`src/rtl/mtt_walk_arbiter_pkg.sv`:
```
// Shared types for the MPT walker arbiter: walker error codes, arbiter FSM states
// and the registered response bundle returned to the owning requester.
package mtt_walk_arbiter_pkg;

   typedef enum logic [1:0] {
      NO_ERROR           = 2'd0,
      NOT_VALID_ADDR     = 2'd1,
      NOT_VALID_MPTL3E   = 2'd2,
      RESERVED_BITS_USED = 2'd3
   } error_t;

   typedef enum logic [2:0] {
      ST_IDLE    = 3'd0,
      ST_ISSUE   = 3'd1,
      ST_WAIT    = 3'd2,
      ST_RESP    = 3'd3,
      ST_RESP_TO = 3'd4,
      ST_FLUSH   = 3'd5
   } arb_state_e;

   localparam int unsigned MTT_ARB_TIMEOUT_DEFAULT = 256;

   typedef struct packed {
      logic        allow;
      logic        fault;
      logic        timeout;
      error_t      error;
      logic [63:0] tlb_entry;
   } rsp_t;

endpackage

```
`src/rtl/mtt_rr_arbiter.sv`:
```
// Combinational round-robin pick: first set request strictly after ptr_i, wrapping.
// Zero latency; the parent owns the pointer and decides when a grant is taken.
module mtt_rr_arbiter #(
   parameter  int unsigned NUM_REQ = 3,
   localparam int unsigned IDX_W   = $clog2(NUM_REQ)
) (
   input  logic [NUM_REQ-1:0] req_i,
   input  logic [IDX_W-1:0]   ptr_i,
   output logic [NUM_REQ-1:0] gnt_o,
   output logic [IDX_W-1:0]   idx_o,
   output logic               any_o
);

   logic [IDX_W-1:0] cand;

   always_comb begin
      gnt_o = '0;
      idx_o = '0;
      any_o = 1'b0;
      cand  = '0;
      for (int unsigned k = 1; k <= NUM_REQ; k++) begin
         cand = IDX_W'((32'(ptr_i) + k) % NUM_REQ);
         if (!any_o && req_i[cand]) begin
            any_o       = 1'b1;
            gnt_o[cand] = 1'b1;
            idx_o       = cand;
         end
      end
   end

endmodule

```
`src/rtl/mtt_walk_arbiter.sv`:
```
// Shares one MPT walker among NUM_REQ requesters, one check at a time, round-robin.
// Grant->enable 1 cycle, response 1 cycle after walker completion; busy walker or flush blocks grants.
module mtt_walk_arbiter
   import mtt_walk_arbiter_pkg::*;
#(
   parameter int unsigned NUM_REQ        = 3,
   parameter int unsigned ADDR_LEN       = 56,
   parameter int unsigned TIMEOUT_CYCLES = MTT_ARB_TIMEOUT_DEFAULT
) (
   input  logic                         clk_i,
   input  logic                         rst_i,
   input  logic                         flush_i,
   input  logic [NUM_REQ-1:0]           req_valid_i,
   output logic [NUM_REQ-1:0]           req_ready_o,
   input  logic [NUM_REQ*ADDR_LEN-1:0]  req_paddr_i,
   input  logic [NUM_REQ*3-1:0]         req_access_i,
   output logic [NUM_REQ-1:0]           rsp_valid_o,
   output logic                         rsp_allow_o,
   output logic                         rsp_fault_o,
   output logic                         rsp_timeout_o,
   output logic [1:0]                   rsp_error_o,
   output logic [63:0]                  rsp_tlb_entry_o,
   output logic                         walk_enable_o,
   output logic                         walk_addr_valid_o,
   output logic                         walk_flush_o,
   output logic [ADDR_LEN-1:0]          walk_paddr_o,
   output logic [2:0]                   walk_access_o,
   input  logic                         walk_busy_i,
   input  logic                         walk_valid_i,
   input  logic                         walk_allow_i,
   input  logic                         walk_fault_i,
   input  logic [1:0]                   walk_error_i,
   input  logic [63:0]                  walk_tlb_entry_i
);

   localparam int unsigned IDX_W = $clog2(NUM_REQ);
   localparam int unsigned CNT_W = $clog2(TIMEOUT_CYCLES + 1);
   localparam logic [CNT_W-1:0] CNT_LAST = CNT_W'(TIMEOUT_CYCLES - 1);
   localparam logic [CNT_W-1:0] CNT_MAX  = '1;

   arb_state_e          state_q, state_d;
   logic [IDX_W-1:0]    ptr_q, ptr_d;
   logic [IDX_W-1:0]    owner_q, owner_d;
   logic [ADDR_LEN-1:0] paddr_q, paddr_d;
   logic [2:0]          access_q, access_d;
   logic [CNT_W-1:0]    cnt_q, cnt_d;
   rsp_t                rsp_q, rsp_d;

   logic [NUM_REQ-1:0]  gnt;
   logic [IDX_W-1:0]    gnt_idx;
   logic                gnt_any;
   logic                grant;

   mtt_rr_arbiter #(.NUM_REQ(NUM_REQ)) u_rr (
      .req_i (req_valid_i),
      .ptr_i (ptr_q),
      .gnt_o (gnt),
      .idx_o (gnt_idx),
      .any_o (gnt_any)
   );

   assign grant = (state_q == ST_IDLE) && !rst_i && !flush_i && !walk_busy_i && gnt_any;

   always_comb begin
      state_d  = state_q;
      ptr_d    = ptr_q;
      owner_d  = owner_q;
      paddr_d  = paddr_q;
      access_d = access_q;
      cnt_d    = cnt_q;
      rsp_d    = rsp_q;
      // Flush leaves all captured state untouched so an aborted result never leaks out.
      if (flush_i) begin
         state_d = ST_FLUSH;
      end else begin
         case (state_q)
            ST_IDLE: begin
               if (grant) begin
                  paddr_d  = req_paddr_i[32'(gnt_idx)*ADDR_LEN +: ADDR_LEN];
                  access_d = req_access_i[32'(gnt_idx)*3 +: 3];
                  owner_d  = gnt_idx;
                  ptr_d    = gnt_idx;
                  state_d  = ST_ISSUE;
               end
            end
            ST_ISSUE: begin
               cnt_d   = '0;
               state_d = ST_WAIT;
            end
            ST_WAIT: begin
               if (cnt_q != CNT_MAX) cnt_d = cnt_q + 1'b1;
               if (walk_valid_i || walk_fault_i) begin
                  rsp_d.allow     = walk_allow_i && !walk_fault_i;
                  rsp_d.fault     = walk_fault_i;
                  rsp_d.timeout   = 1'b0;
                  rsp_d.error     = error_t'(walk_error_i);
                  rsp_d.tlb_entry = walk_tlb_entry_i;
                  state_d         = ST_RESP;
               end else if (cnt_q == CNT_LAST) begin
                  rsp_d.allow     = 1'b0;
                  rsp_d.fault     = 1'b1;
                  rsp_d.timeout   = 1'b1;
                  rsp_d.error     = NO_ERROR;
                  rsp_d.tlb_entry = '0;
                  state_d         = ST_RESP_TO;
               end
            end
            ST_RESP:    state_d = ST_IDLE;
            ST_RESP_TO: state_d = ST_FLUSH;
            ST_FLUSH:   state_d = ST_IDLE;
            default:    state_d = ST_IDLE;
         endcase
      end
   end

   always_ff @(posedge clk_i) begin
      if (rst_i) begin
         state_q  <= ST_IDLE;
         ptr_q    <= IDX_W'(NUM_REQ - 1);
         owner_q  <= '0;
         paddr_q  <= '0;
         access_q <= '0;
         cnt_q    <= '0;
         rsp_q    <= '0;
      end else begin
         state_q  <= state_d;
         ptr_q    <= ptr_d;
         owner_q  <= owner_d;
         paddr_q  <= paddr_d;
         access_q <= access_d;
         cnt_q    <= cnt_d;
         rsp_q    <= rsp_d;
      end
   end

   assign req_ready_o       = grant ? gnt : '0;
   assign walk_enable_o     = (state_q == ST_ISSUE) && !flush_i;
   assign walk_addr_valid_o = (state_q == ST_ISSUE) && !flush_i;
   assign walk_flush_o      = (state_q == ST_FLUSH);
   assign walk_paddr_o      = paddr_q;
   assign walk_access_o     = access_q;
   assign rsp_valid_o       = ((state_q == ST_RESP || state_q == ST_RESP_TO) && !flush_i)
                              ? (NUM_REQ'(1) << owner_q) : '0;
   assign rsp_allow_o       = rsp_q.allow;
   assign rsp_fault_o       = rsp_q.fault;
   assign rsp_timeout_o     = rsp_q.timeout;
   assign rsp_error_o       = rsp_q.error;
   assign rsp_tlb_entry_o   = rsp_q.tlb_entry;

endmodule
```
`config.mk`:
```
export PLATFORM = sky130hd
export DESIGN_NAME = mtt_walk_arbiter
export DESIGN_NICKNAME = d
export VERILOG_FILES = /design/src/rtl/mtt_walk_arbiter_pkg.sv /design/src/rtl/mtt_rr_arbiter.sv /design/src/rtl/mtt_walk_arbiter.sv
export SDC_FILE = /design/constraint.sdc
export NUM_CORES = 1
export LEC_CHECK = 0
export ABC_AREA = 1
export BUFFER_PORTS_ARGS = -buffer_cell sky130_fd_sc_hd__buf_4
export CAP_MARGIN = 20
export CELL_PAD_IN_SITES_DETAIL_PLACEMENT = 2
export CELL_PAD_IN_SITES_GLOBAL_PLACEMENT = 2
export CORE_MARGIN = 2
export CORE_UTILIZATION = 20
export DETAILED_ROUTE_END_ITERATION = 10
export PLACE_DENSITY_LB_ADDON = 0.1
export SYNTH_ARGS = -nofsm -noshare
export SYNTH_HDL_FRONTEND = slang
export SYNTH_HIERARCHICAL = 1
export SYNTH_SLANG_ARGS = --single-unit
```
`constraint.sdc`:
```
create_clock -name clk_i -period 2.4 [get_ports clk_i]
set_input_delay 0.12 -clock clk_i [delete_from_list [all_inputs] [get_ports clk_i]]
set_output_delay 0.12 -clock clk_i [all_outputs]
set_load 0.02 [all_outputs]
```
==> impl_metrics.tcl <==
set metrics [dict create \
    status "complete, no violations" \
    syn_to_final_growth_pct 92.47 \
    clock_latency_ns 0.43 \
    final.setup.tns_ns 0 \
    vias 9028 \
    rows 68 \
    synth_nets 1290 \
    rsz0062_at_grt "yes" \
    gp_congestion 0.8249 \
    layout-drive-gt1-share_pct 41.49 \
    cts_buffers 17 \
    p_per_area_nw_per_um2 576.5 \
    dp_hpwl_mm 25.50 \
    fp.dieH_um 190.2 \
    critPathLaunchType "flop" \
    cts_sinks 143 \
    dr_wl_met3_mm 2.655 \
    start_util_pct 20.17 \
    drt-wirelength-per-cell_um 19.93 \
    final_common_cell "buf_4" \
    antenna_found_initial 0 \
    slew_violations 0 \
    p_leak_nw 5.825 \
    end_kind "flop" \
    clock_path_buffers 2 \
    worstSetupStartpoint "ptr_q[0]" \
    netlist_area_sq_um 6932 \
    post-route-drc-count 0 \
    portBuffers 389 \
    crit_type "flop to flop" \
    skew_ns 0.01051 \
    ir_worst_vdd_mv 0.4426 \
    hold_start "req_paddr_i[125]" \
    cp.required_ns 2.75 \
    setup_viol 0 \
    ant_nets 0 \
    slowest_delay_ns 0.36 \
    ys_async_sr_fraction_pct 0 \
    crit_fanout 13 \
    final_util_pct 38.81 \
    totalPowerFinal_mw 7.691 \
    synth_seq_area_share_pct 41.30 \
    cp_common_cell "nand2_4" \
    cts_tree "done" \
    grt_overflow_total 0 \
    fin_crit_ns 2.399 \
    max_freq_mhz 416.9 \
    worstPathCellList "inv_2, ha_4, inv_4, nand2_4, nand3_2, nand2_4, nand2_4, or2_4, inv_2, nor2_2, nand3_2, nor2_4, buf_4, buf_12, clkbuf_16, o21ai_1, nor2_1" \
    die_w_um 190.2 \
    final_cell_area_sq_um 13340 \
    routed_wl_mm 39.62 \
    dr.pass1.iters 4 \
    grt_pass1_wl_mm 53.53 \
    ys_ff_latch 143 \
    synth_cells 1030 \
    clkTransAtPathRegs_ns 0.08 \
    wl_met2_mm 20.09 \
    io_pins 390 \
    synth_area_per_cell_sq_um 6.730 \
    yosysWarnings 6 \
    root_buffer "clkbuf_16" \
    coreArea_sq_um 34370 \
    grt_start_max_net_pins 68 \
    die_area_sq_um 36160 \
    drtIter0Drc 239 \
    grt_pass1_vias 9458 \
    relSlewSlack_pct 47.64 \
    ff2ff_path_depth 17 \
    drv_cap 0 \
    grt_use_total_pct 19.00 \
    diodes 0 \
    h-tree-depth 4 \
    synth-edff-count 0 \
    via_per_inst 4.541 \
    crit-reg2reg-launch "ptr_q[0]" \
    cp_slowest_cell "dfxtp_2" \
    whs_path_depth 5 \
    top_layer_used "met4" \
    netlist-cell-type-count 31 \
    layout_common_cells "430 x buf_4, 248 x nor2_1, 175 x nand2_1, 141 x dfxtp_1, 76 x a21oi_1" \
    tightest_slew_ns 0.7853 \
    min_period_over_period_pct 99.95 \
    final-hold-violation-count 0 \
    hold_class "primary input to flop" \
    cp_data_arrival_time_ns 2.75 \
    dominantRegCellSynth "dfxtp_1" \
    nets 1780 \
    placed_cell_area_sq_um 10650 \
    wl_met1_mm 16.42 \
]
==> per-stage QoR <==
stage	worst slack (ns)	instances	hold slack, ns
2_1_floorplan	-0.01178	1030	0.2626
3_3_place_gp	-0.1652	1849	0.3728
3_5_place_dp	-0.2597	1849	0.3851
4_1_cts	-0.04538	1954	0.02034
5_1_grt	-0.1827	1988	0.04090
6_report	0.001152	1988	0.03496
==> power breakdown <==
group	total [mW]	internal (mW)	switching [mW]	leakage [nW]
Combinational	2.44	1.23	1.21	4.38
Sequential	2.49	2.44	0.0464	1.16
Clock	2.76	1.49	1.28	0.286
==> layout make-up <==
cell class,count,area (sq um)
clock inverters,15,167.7
flip-flops and latches,143,2865
repair buffers,549,4882
well taps,455,569.3
inverters,40,171.4
multi-input cells,769,4260
clock buffers,17,425.4
fillers,3928,21030
==> per-layer routing <==
metal  vias to the layer above  track usage (%)
met2                       248            33.75
met4                         0            3.906
met3                        26            6.032
li1                       4380                -
met5                         -                0
met1                      4374            22.37
==> timing repair <==
| item | 4_1_cts | 5_1_grt |
|---|---|---|
| pin swaps | 6 | 43 |
| gates cloned | 1 | 20 |
| endpoints found under the setup margin | 61 | 65 |
| hold endpoints to repair | 72 | 0 |
| hold buffers | 68 | 0 |
| buffers inserted | 5 | 14 |
| gates resized for setup | 35 | 170 |
==> cell families after synthesis <==
logic type	synth area share [%]
compound gates	17.67
simple gates	32.38
flops	41.30
xor+xnor	0.1264
fa+ha+maj	1.263
buf+inv	7.256
==> Yosys cell counts, drive strengths merged, types with 4 or more instances <==
master | number | area, sq um
a21oi | 76 | 380.4
a31oi | 4 | 25.02
buf | 29 | 166.4
clkbuf | 49 | 185.2
dfxtp | 143 | 2863
ha | 7 | 87.58
inv | 39 | 146.4
nand2 | 184 | 700.7
nand3 | 86 | 435.4
nand4 | 4 | 25.02
nor2 | 265 | 1007
nor3 | 9 | 56.31
o21ai | 68 | 340.3
o31ai | 60 | 464.2
==> final timing paths <==
path                         endpoint  slack [ns]
hold / removal       walk_paddr_o[13]        0.03
setup / recovery     walk_paddr_o[23]       0.001
hold reg to reg   rsp_tlb_entry_o[23]        0.47
setup reg to reg     walk_paddr_o[23]       0.001
==> worst max-delay path, delay by kind of cell (launching register included) <==
family,cells,cell delay (ns)
compound gates,1,0.07
simple gates,9,0.88
fa+ha+maj,1,0.27
buf+inv,6,0.69
flops,1,0.36
==> state kept, by name, summed over array words and instances (netlist names) <==
register         count
cnt_q                9
ptr_q                2
rsp_tlb_entry_o     64
rsp_allow_o          1
owner_q              1
walk_access_o        3
state_q              3
rsp_timeout_o        1
rsp_error_o          2
rsp_fault_o          1
walk_paddr_o        56
Power figures use the tool's default switching activity.
